**config.mk**
```make
export PLATFORM = sky130hd
export DESIGN_NAME = apb4_master_example
export DESIGN_NICKNAME = d
export VERILOG_FILES = /design/src/rtl/apb4_pkg.sv /design/src/rtl/apb4_mst_timer.sv /design/src/rtl/apb4_master_example.sv
export SDC_FILE = /design/constraint.sdc
export NUM_CORES = 1
export LEC_CHECK = 0
export BUFFER_PORTS_ARGS = -buffer_cell sky130_fd_sc_hd__buf_2
export CAP_MARGIN = 40
export CORE_MARGIN = 2
export CORE_UTILIZATION = 45
export DETAILED_ROUTE_END_ITERATION = 8
export HOLD_SLACK_MARGIN = 0.12
export PLACE_DENSITY = 0.8
export REMOVE_ABC_BUFFERS = 1
export SLEW_MARGIN = 20
export SYNTH_ARGS = -nofsm -noshare
export SYNTH_HDL_FRONTEND = slang
export SYNTH_SLANG_ARGS = --single-unit
```
**constraint.sdc**
```tcl
create_clock -name clk -period 2.38 [get_ports clk]
set_input_delay 0 -clock clk [delete_from_list [all_inputs] [get_ports clk]]
set_output_delay 0 -clock clk [all_outputs]
set_load 0.005 [all_outputs]
```
**src/rtl/apb4_pkg.sv**
```systemverilog
// Shared definitions for the APB4 master: FSM state encoding, PPROT default
// and default width constants.
package apb4_pkg;

  typedef enum logic [1:0] {
    ST_IDLE   = 2'd0,
    ST_SETUP  = 2'd1,
    ST_ACCESS = 2'd2,
    ST_RESP   = 2'd3
  } apb_state_e;

  localparam logic [2:0]  PPROT_DEFAULT   = 3'b000;
  localparam int unsigned ADDR_W_DEF      = 12;
  localparam int unsigned DATA_W_DEF      = 32;
  localparam int unsigned TIMEOUT_CYC_DEF = 16;

endpackage

```
**src/rtl/apb4_mst_timer.sv**
```systemverilog
// ACCESS-phase wait counter for the APB4 master. Only built when
// APB_MST_TIMEOUT_EN is defined; without it this file contributes nothing.
`ifdef APB_MST_TIMEOUT_EN
module apb4_mst_timer #(
  parameter int unsigned TIMEOUT_CYC = 16
) (
  input  logic clk,
  input  logic rst,
  input  logic clr_i,
  input  logic inc_i,
  output logic expired_o
);

  localparam int unsigned CNT_W = $clog2(TIMEOUT_CYC) + 1;

  logic [CNT_W-1:0] cnt_q, cnt_d;

  // Clear on command accept, count ACCESS cycles spent waiting for pready.
  always_comb begin
    cnt_d = cnt_q;
    if (clr_i) begin
      cnt_d = '0;
    end else if (inc_i) begin
      cnt_d = cnt_q + 1'b1;
    end
  end

  // Counter register.
  always_ff @(posedge clk or posedge rst) begin
    if (rst) begin
      cnt_q <= '0;
    end else begin
      cnt_q <= cnt_d;
    end
  end

  assign expired_o = (cnt_q == CNT_W'(TIMEOUT_CYC - 1));

endmodule
`endif

```
**src/rtl/apb4_master_example.sv**
```systemverilog
// APB4 master: accepts one command at a time, runs a SETUP/ACCESS transfer
// and holds the response until consumed.
// Optional feature: define APB_MST_TIMEOUT_EN to abort ACCESS phases that
// wait TIMEOUT_CYC cycles without pready.
module apb4_master_example
  import apb4_pkg::*;
#(
  parameter int unsigned ADDR_W      = ADDR_W_DEF,
  parameter int unsigned DATA_W      = DATA_W_DEF,
  parameter int unsigned TIMEOUT_CYC = TIMEOUT_CYC_DEF
) (
  input  logic                clk,
  input  logic                rst,
  input  logic                cmd_valid,
  output logic                cmd_ready,
  input  logic                cmd_write,
  input  logic [ADDR_W-1:0]   cmd_addr,
  input  logic [DATA_W-1:0]   cmd_wdata,
  input  logic [DATA_W/8-1:0] cmd_strb,
  output logic                rsp_valid,
  input  logic                rsp_ready,
  output logic [DATA_W-1:0]   rsp_rdata,
  output logic                rsp_err,
  output logic                psel,
  output logic                penable,
  output logic                pwrite,
  output logic [ADDR_W-1:0]   paddr,
  output logic [DATA_W-1:0]   pwdata,
  output logic [DATA_W/8-1:0] pstrb,
  output logic [2:0]          pprot,
  input  logic                pready,
  input  logic [DATA_W-1:0]   prdata,
  input  logic                pslverr,
  output logic                timeout_o
);

  apb_state_e state_q, state_d;

  logic                write_q, write_d;
  logic [ADDR_W-1:0]   addr_q,  addr_d;
  logic [DATA_W-1:0]   wdata_q, wdata_d;
  logic [DATA_W/8-1:0] strb_q,  strb_d;
  logic [DATA_W-1:0]   rdata_q, rdata_d;
  logic                err_q,   err_d;

`ifdef APB_MST_TIMEOUT_EN
  logic timeout_q, timeout_d;
  logic tmr_clr, tmr_inc, tmr_expired;

  assign tmr_clr = (state_q == ST_IDLE) && cmd_valid;
  assign tmr_inc = (state_q == ST_ACCESS) && !pready;

  apb4_mst_timer #(
    .TIMEOUT_CYC(TIMEOUT_CYC)
  ) u_timer (
    .clk      (clk),
    .rst      (rst),
    .clr_i    (tmr_clr),
    .inc_i    (tmr_inc),
    .expired_o(tmr_expired)
  );

  assign timeout_o = timeout_q;

  // One-cycle abort pulse, visible in the first RESP cycle.
  always_ff @(posedge clk or posedge rst) begin
    if (rst) begin
      timeout_q <= 1'b0;
    end else begin
      timeout_q <= timeout_d;
    end
  end
`else
  logic unused_timeout_cfg;
  assign unused_timeout_cfg = (TIMEOUT_CYC == 0);
  assign timeout_o = 1'b0;
`endif

  // Next-state, command/response capture and APB control decode.
  always_comb begin
    state_d   = state_q;
    write_d   = write_q;
    addr_d    = addr_q;
    wdata_d   = wdata_q;
    strb_d    = strb_q;
    rdata_d   = rdata_q;
    err_d     = err_q;
    cmd_ready = 1'b0;
    psel      = 1'b0;
    penable   = 1'b0;
    rsp_valid = 1'b0;
`ifdef APB_MST_TIMEOUT_EN
    timeout_d = 1'b0;
`endif
    unique case (state_q)
      ST_IDLE: begin
        cmd_ready = 1'b1;
        if (cmd_valid) begin
          write_d = cmd_write;
          addr_d  = cmd_addr;
          wdata_d = cmd_wdata;
          // Reads never present byte strobes on the bus.
          strb_d  = cmd_write ? cmd_strb : '0;
          state_d = ST_SETUP;
        end
      end
      ST_SETUP: begin
        psel    = 1'b1;
        state_d = ST_ACCESS;
      end
      ST_ACCESS: begin
        psel    = 1'b1;
        penable = 1'b1;
        if (pready) begin
          rdata_d = write_q ? '0 : prdata;
          err_d   = pslverr;
          state_d = ST_RESP;
        end
`ifdef APB_MST_TIMEOUT_EN
        else if (tmr_expired) begin
          rdata_d   = '0;
          err_d     = 1'b1;
          timeout_d = 1'b1;
          state_d   = ST_RESP;
        end
`endif
      end
      ST_RESP: begin
        rsp_valid = 1'b1;
        if (rsp_ready) begin
          state_d = ST_IDLE;
        end
      end
      default: state_d = ST_IDLE;
    endcase
  end

  // State, command and response registers.
  always_ff @(posedge clk or posedge rst) begin
    if (rst) begin
      state_q <= ST_IDLE;
      write_q <= 1'b0;
      addr_q  <= '0;
      wdata_q <= '0;
      strb_q  <= '0;
      rdata_q <= '0;
      err_q   <= 1'b0;
    end else begin
      state_q <= state_d;
      write_q <= write_d;
      addr_q  <= addr_d;
      wdata_q <= wdata_d;
      strb_q  <= strb_d;
      rdata_q <= rdata_d;
      err_q   <= err_d;
    end
  end

  assign pwrite    = write_q;
  assign paddr     = addr_q;
  assign pwdata    = wdata_q;
  assign pstrb     = strb_q;
  assign pprot     = PPROT_DEFAULT;
  assign rsp_rdata = rdata_q;
  assign rsp_err   = err_q;

endmodule

```
==> key figures, run 1 <==
Critical path
  – Buffer and inverter count on the worst path: 2
  – WP data arrival: 2.31 ns
  – Startpoint-to-endpoint class of the critical path: reg2reg
  – CP startpoint kind: flop
  – Crit path max-delay family: buffers and inverters
  – Crit path required time: between 2 and 3 ns
  – Critical path peak fanout: 4
  – Standard cell with the maximum stage delay on the critical path: sky130_fd_sc_hd__dlygate4sd3_1
  – CP Capture Type: flop
  – Cell breakdown of the critical path: inv_1 -> ha_1 -> a222oi_1 -> dlygate4sd3_1 -> mux2i_1
  – Biggest cell delay along the critical path: approximately 0.64 ns

Clock network
  – Gates resized, CTS repair: 0
  – Number of levels the H-tree was split into: 3
  – Post-CTS setup-driven buffer insertion count: 0
  – Worst-case clock buffer depth: 2
  – Clock sinks: between 80 and 90
  – Number of clock buffers inserted by TritonCTS: 9
  – CTS tree: done
  – Master cell of the clock root buffer: sky130_fd_sc_hd__clkbuf_8
  – Total of hold buffers inserted after clock tree synthesis: 89
  – Worst-skew pair later-pin latency: approximately 0.34 ns
  – Clock slew seen by the registers of the worst setup and hold paths: about 0.080 ns

Synthesis
  – Number of flip-flops and latches in the synthesized netlist: 84
  – Cell area after technology mapping: between 3000 and 4000 um2
  – Post-synth top flop: sky130_fd_sc_hd__dfrtp_1
  – Fraction of registers with async set/reset: 100%
  – Count of mapped cells out of synthesis: between 200 and 300
  – EDFF count, synth: 0
  – Post-synthesis average cell area: roughly 12 um2
  – Number of warnings issued by yosys: 0
  – Unique cell type count in the Yosys netlist: 15
  – Most common cell in the netlist: sky130_fd_sc_hd__dfrtp_1
  – Largest cells by area after synthesis: sky130_fd_sc_hd__dfrtp_1 63%, sky130_fd_sc_hd__mux2_2 15%, sky130_fd_sc_hd__nand2b_1 6.0%, sky130_fd_sc_hd__o21ai_0 5.4%, sky130_fd_sc_hd__nand2_1 4.7%
  – Sequential area share after synthesis: between 60% and 70%
  – Synth top area share: a little over three fifths
  – Cell type with the highest aggregate area in the netlist: sky130_fd_sc_hd__dfrtp_1
  – Most instantiated cells after synthesis: 84 x sky130_fd_sc_hd__dfrtp_1, 46 x sky130_fd_sc_hd__mux2_2, 42 x sky130_fd_sc_hd__nand2_1, 36 x sky130_fd_sc_hd__o21ai_0, 32 x sky130_fd_sc_hd__nand2b_1

Layout
  – Nets: about 620
  – Fill count: 470
  – Count of inserted antenna diode cells: 0
  – Post-route standard cell area excluding fillers: around 5400 um2
  – Fraction of layout cells with a size suffix above 1: approximately 45%
  – Layout-stage area growth over the synthesis result: 60.9%

Route
  – Vias per inst: 4.71
  – Antenna Nets Post-Route: 0
  – Avg WL per Cell: between 10 and 15 um
  – Total wire length after detailed routing: 9320 um
  – Pre-antenna DRT Iters: 6
  – DRC violations left: 0
  – Violation count after the first detailed-route iteration: approximately 100
  – Detailed-route via count: 3004

STA
  – Pins over their slew limit: 0
  – Upper clock frequency limit: approximately 490 MHz
  – Total negative slack for setup checks: 0 ns
  – Setup repair after global routing missed its margin: no
  – Slew HR: 50.0%
  – Setup-violating endpoint count in the final report: 0
  – Hold Vio Cnt, Final: 0
  – Post-layout minimum cycle time: 2.06 ns
  – Worst slew pin tran: around 0.75 ns
  – Ratio of final minimum period to clock period: around 87%
  – Setup Skew: around 0.0087 ns

Floorplan
  – Core region area: ~7300 um2
  – DIE AREA: between 8000 and 9000 um2
  – Die X: 90.3 um
  – Initial Utilization: 46.2%
  – Die H: roughly 90 um
  – Site row count: 31
  – Number of I/O pins: 177

Placed design
  – Port Buffers: 172
  – Placed standard-cell area: around 4300 um2
  – Detailed placement HPWL: between 5000 and 6000 um
  – Placer congestion estimate: between 0.7 and 0.8

Global routing
  – Vias in the first global route: about 3000
  – GRT Resource Usage Total: 22.9%
  – Maximum number of pins on one net before global-route repair: 54
  – Number of antenna violations at the first check in global routing: 0
  – First-pass GRT wire length: between 10000 and 15000 um
  – Leftover overflow at the end of global routing: 0

Power and ir drop
  – LEAKAGE: ~2.7 nW
  – Maximum VDD drop: a little over 0.5 mV
  – Power density normalized to cell area: around 1100 nW/um2

Run status
  – Result of the run: finished, final reports clean

Run
  – Total of max-cap violations: 0

Min path
  – Hold/Removal Path Class: in2reg
-- path summary, 6_finish.rpt --
| kind | start | to | slack [ns] | cells past startpoint |
|---|---|---|---|---|
| setup / recovery | state_q[0] | state_q[0] | 0.32 | 5 |
| hold / removal | rsp_ready | state_q[1] | 0.17 | 4 |
| setup reg to reg | state_q[0] | state_q[0] | 0.32 | 5 |
| hold reg to reg | rsp_rdata[30] | rsp_rdata[30] | 0.47 | 2 |
| max in group asynchronous | rst | pwdata[9] | 1.39 | 4 |
| min in group asynchronous | rst | pwdata[10] | 0.31 | 3 |
-- area by class of cell --
class                           count  area (um2)  area share (%)
Clock buffer                       11         131            2.43
Clock inverter                      5        52.6           0.974
Inverter                            6        23.8           0.441
Multi-Input combinational cell    167        1150            21.3
Sequential cell                    84        2100            39.0
Tap cell                           99         124            2.30
Timing Repair Buffer              266        1810            33.6
-- state kept, by name, indices dropped and copies added, names as in the netlist --
name / cells
pstrb: 4
pwrite: 1
state_q: 2
rsp_rdata: 32
pwdata: 32
paddr: 12
rsp_err: 1
-- cells by family (layout without fill, tap and decap cells) --
group	after synthesis	after routing	synth area share [%]
DFF	84	84	62.7
and+or+nand+nor	75	75	10.8
muxes	48	48	16.1
AOI/OAI and AO/OA	37	37	5.67
buffers and inverters	25	288	3.54
adders and majority gates	3	3	1.12
other	1	4	0.112
-- metal layers --
layer  track usage, %  up-vias  part of all wire [%]
li1                 -     1413                     -
met2             41.4      145                    52
met3             5.51       25                   6.4
met4             9.62        0                   2.6
met1             25.9     1421                    39
met5                0        -                     0
-- metrics by stage --
stage	power [W]	util, %	hold slack (ns)	cells	setup WS, ns
after detailed placement	0.00469	59.6	0.126	533	0.707
after floorplan	0.00359	-	0.136	257	0.123
final	0.00581	74.4	0.168	638	0.319
after global placement	0.00456	59.6	0.104	533	0.811
after global routing	0.00621	74.4	0.180	638	0.184
after CTS	0.00579	74.4	0.137	638	0.342
-- worst reg2reg max path: stages, from the launching register on --
cell	delay [ns]
sky130_fd_sc_hd__dfrtp_1	0.36
sky130_fd_sc_hd__inv_1	0.07
sky130_fd_sc_hd__ha_1	0.25
sky130_fd_sc_hd__a222oi_1	0.43
sky130_fd_sc_hd__dlygate4sd3_1	0.64
sky130_fd_sc_hd__mux2i_1	0.23
-- power breakdown --
part / switching, W / total, W / leakage, nW / internal (W)
registers: 0.000430 / 0.00255 / 1.02 / 0.00212
logic: 0.000999 / 0.00231 / 1.61 / 0.00131
clock network: 0.000476 / 0.000957 / 0.0931 / 0.000481
total: 0.00191 / 0.00581 / 2.72 / 0.00391
-- layout by cell type, fill, tap and decap left out, types with 4 or more instances in the layout --
| master | n |
|---|---|
| sky130_fd_sc_hd__clkinv_2 | 4 |
| sky130_fd_sc_hd__nand2_1 | 40 |
| sky130_fd_sc_hd__dfrtp_1 | 84 |
| sky130_fd_sc_hd__conb_1 | 4 |
| sky130_fd_sc_hd__nand2b_1 | 32 |
| sky130_fd_sc_hd__o21ai_0 | 36 |
| sky130_fd_sc_hd__dlygate4sd3_1 | 89 |
| sky130_fd_sc_hd__mux2_2 | 46 |
| sky130_fd_sc_hd__buf_2 | 172 |
| sky130_fd_sc_hd__clkbuf_8 | 9 |
| sky130_fd_sc_hd__inv_1 | 5 |
No activity file was read; power rests on OpenSTA's default activity.
==> inputs of run 2 (changes only) <==
--- a/config.mk
+++ b/config.mk
@@ -13,6 +13,7 @@
 export HOLD_SLACK_MARGIN = 0.12
 export PLACE_DENSITY = 0.8
 export REMOVE_ABC_BUFFERS = 1
+export SETUP_SLACK_MARGIN = 0.5
 export SLEW_MARGIN = 20
 export SYNTH_ARGS = -nofsm -noshare
 export SYNTH_HDL_FRONTEND = slang
==> key figures, run 2 (synthesis gave the netlist of run 1 again) <==
Global routing
  – Met1 capacity usage during global routing: 25.8% (was 25.9%)
  – First-pass GRT wire length: 14900 um (about the same)
  – Vias in the first global route: 3079 (was 3077)
  – GRT Resource Usage Total: 22.9% (unchanged)
  – Global routing's busiest layer: met2 (unchanged)
  – Met2 capacity usage during global routing: 41.6% (was 41.4%)
  – Met3 routing resource usage after global routing: 5.51% (unchanged)
  – Number of antenna violations at the first check in global routing: 0 (unchanged)
  – Leftover overflow at the end of global routing: 0 (unchanged)
  – Maximum number of pins on one net before global-route repair: 54 (unchanged)

STA
  – Pins over their slew limit: 0 (unchanged)
  – Ratio of final minimum period to clock period: 71.8% (was 86.6%)
  – Upper clock frequency limit: 585 MHz (was 485 MHz)
  – Setup Skew: 0.00895 ns (was 0.00870 ns)
  – Setup repair after global routing missed its margin: no (unchanged)
  – Slew HR: 49.9% (was 50.0%)
  – Setup-violating endpoint count in the final report: 0 (unchanged)
  – Post-layout minimum cycle time: 1.71 ns (was 2.06 ns)
  – Worst slew pin tran: 0.752 ns (was 0.750 ns)
  – Hold Vio Cnt, Final: 0 (unchanged)
  – Total negative slack for setup checks: 0 ns (unchanged)

Power and ir drop
  – Clock network fraction of design power: 16.5% (about the same)
  – Maximum VDD drop: 0.503 mV (about the same)
  – P_sw: 0.00190 W (was 0.00191 W)
  – Proportion of total power due to net switching: 32.8% (about the same)
  – Flop pwr share: 44.0% (was 43.9%)
  – Power density normalized to cell area: 1070 nW/um2 (was 1080 nW/um2)
  – LEAKAGE: 2.72 nW (about the same)
  – Final Power: 0.00579 W (was 0.00581 W)
  – Proportion of power drawn by combinational gates: 39.5% (was 39.7%)
  – Cell internal pwr: 0.00389 W (was 0.00391 W)

Route
  – Antenna Nets Post-Route: 0 (unchanged)
  – Pre-antenna DRT Iters: 5 (was 6)
  – Vias per inst: 4.70 (was 4.71)
  – DRC violations left: 0 (unchanged)
  – Avg WL per Cell: 14.6 um (about the same)
  – Detailed-route via count: 3001 (was 3004)
  – Violation count after the first detailed-route iteration: 110 (was 101)
  – Total wire length after detailed routing: 9300 um (was 9320 um)

Layout
  – Nets: 624 (unchanged)
  – Layout-stage area growth over the synthesis result: 60.9% (unchanged)
  – Final Core Density: 74.4% (unchanged)
  – Most common cell after layout, fill and taps aside: sky130_fd_sc_hd__buf_2 (unchanged)
  – Fill count: 469 (was 470)
  – Fraction of layout cells with a size suffix above 1: 44.5% (unchanged)
  – Count of inserted antenna diode cells: 0 (unchanged)
  – Post-route standard cell area excluding fillers: 5400 um2 (unchanged)
  – Most used cells in the layout excluding fill and tap cells: 172 x sky130_fd_sc_hd__buf_2, 89 x sky130_fd_sc_hd__dlygate4sd3_1, 84 x sky130_fd_sc_hd__dfrtp_1, 46 x sky130_fd_sc_hd__mux2_2, 40 x sky130_fd_sc_hd__nand2_1 (unchanged)

Critical path
  – Critical path peak fanout: 4 (unchanged)
  – WP data arrival: 1.93 ns (was 2.31 ns)
  – CP Capture Type: flop (unchanged)
  – CP startpoint kind: flop (unchanged)
  – Crit path required time: 2.60 ns (was 2.63 ns)
  – Startpoint-to-endpoint class of the critical path: reg2reg (unchanged)

Floorplan
  – Core region area: 7250 um2 (unchanged)
  – Die X: 90.3 um (unchanged)
  – Die H: 90.3 um (unchanged)
  – Number of I/O pins: 177 (unchanged)
  – DIE AREA: 8160 um2 (unchanged)
  – Site row count: 31 (unchanged)
  – Initial Utilization: 46.2% (unchanged)

Min path
  – Hold/Removal Path Class: in2reg (unchanged)

Placed design
  – Placer congestion estimate: 0.789 (unchanged)
  – Detailed placement HPWL: 5550 um (unchanged)
  – Port Buffers: 172 (unchanged)
  – Placed standard-cell area: 4320 um2 (unchanged)

Clock network
  – Number of levels the H-tree was split into: 3 (unchanged)
  – Clock slew seen by the registers of the worst setup and hold paths: 0.08 ns (about the same)
  – Worst-case clock buffer depth: 2 (unchanged)
  – Master cell of the clock root buffer: sky130_fd_sc_hd__clkbuf_8 (unchanged)
  – Number of clock buffers inserted by TritonCTS: 9 (unchanged)
  – Worst-skew pair later-pin latency: 0.34 ns (about the same)
  – CTS tree: done (unchanged)
  – Clock sinks: 84 (unchanged)

Run status
  – Result of the run: finished, final reports clean (unchanged)

Run
  – Total of max-cap violations: 0 (unchanged)
run 2: cell counts in the layout (fill, tap and decap cells not counted):
Identical to the previous run, type by type.
run 2: path summary, 6_finish.rpt:
check | startpoint | end | slack [ns] | cells past startpoint
worst max-delay path | state_q[0] | state_q[1] | 0.67 | 4
worst min-delay path | pready | state_q[0] | 0.16 | 4
worst max register to register | state_q[0] | state_q[1] | 0.67 | 4
worst min register to register | rsp_rdata[30] | rsp_rdata[30] | 0.47 | 2
max in group asynchronous | rst | pstrb[0] | 1.39 | 4
min in group asynchronous | rst | pwdata[10] | 0.30 | 3
run 2: layer usage:
layer | share of wire [%] | up-vias
met2 | 52 | 145
met3 | 6.2 | 25
li1 | - | 1414
met5 | 0 | -
met4 | 2.6 | 0
met1 | 40 | 1417
run 2: final cells by class:
type                    count  area [um2]  area share [%]
flip-flops and latches     84        2100            39.0
clock inverters             5        52.6           0.974
repair buffers            266        1810            33.6
clock buffers              11         131            2.43
well taps                  99         124            2.30
multi-input cells         167        1150            21.3
inverters                   6        23.8           0.441
run 2: stage by stage:
step,cells,worst slack [ns],hold WS (ns)
6_report,638,0.671,0.159
5_1_grt,638,0.563,0.196
4_1_cts,638,0.687,0.136
3_5_place_dp,533,0.707,0.126
3_3_place_gp,533,0.811,0.104
2_1_floorplan,257,0.123,0.136
run 2: repair_timing:
item	in CTS	in global routing
hold endpoints to repair	120	0
resized for setup	0	0
buffers inserted	0	0
hold buffers	89	0
run 2: power by group through the flow:
| stage | registers [W] | logic, W | clock network, W |
|---|---|---|---|
| 2_1_floorplan | 0.00256 | 0.00104 | 0 |
| 3_3_place_gp | 0.00250 | 0.00206 | 0 |
| 3_5_place_dp | 0.00254 | 0.00216 | 0 |
| 4_1_cts | 0.00251 | 0.00227 | 0.000993 |
| 5_1_grt | 0.00265 | 0.00251 | 0.00104 |
| 6_report | 0.00255 | 0.00229 | 0.000956 |
run 2: critical path, stage by stage (launching register included):
cell and delay, ns:
sky130_fd_sc_hd__dfrtp_1 0.36, sky130_fd_sc_hd__inv_1 0.07, sky130_fd_sc_hd__ha_1 0.25, sky130_fd_sc_hd__a222oi_1 0.53
sky130_fd_sc_hd__mux2_1 0.39
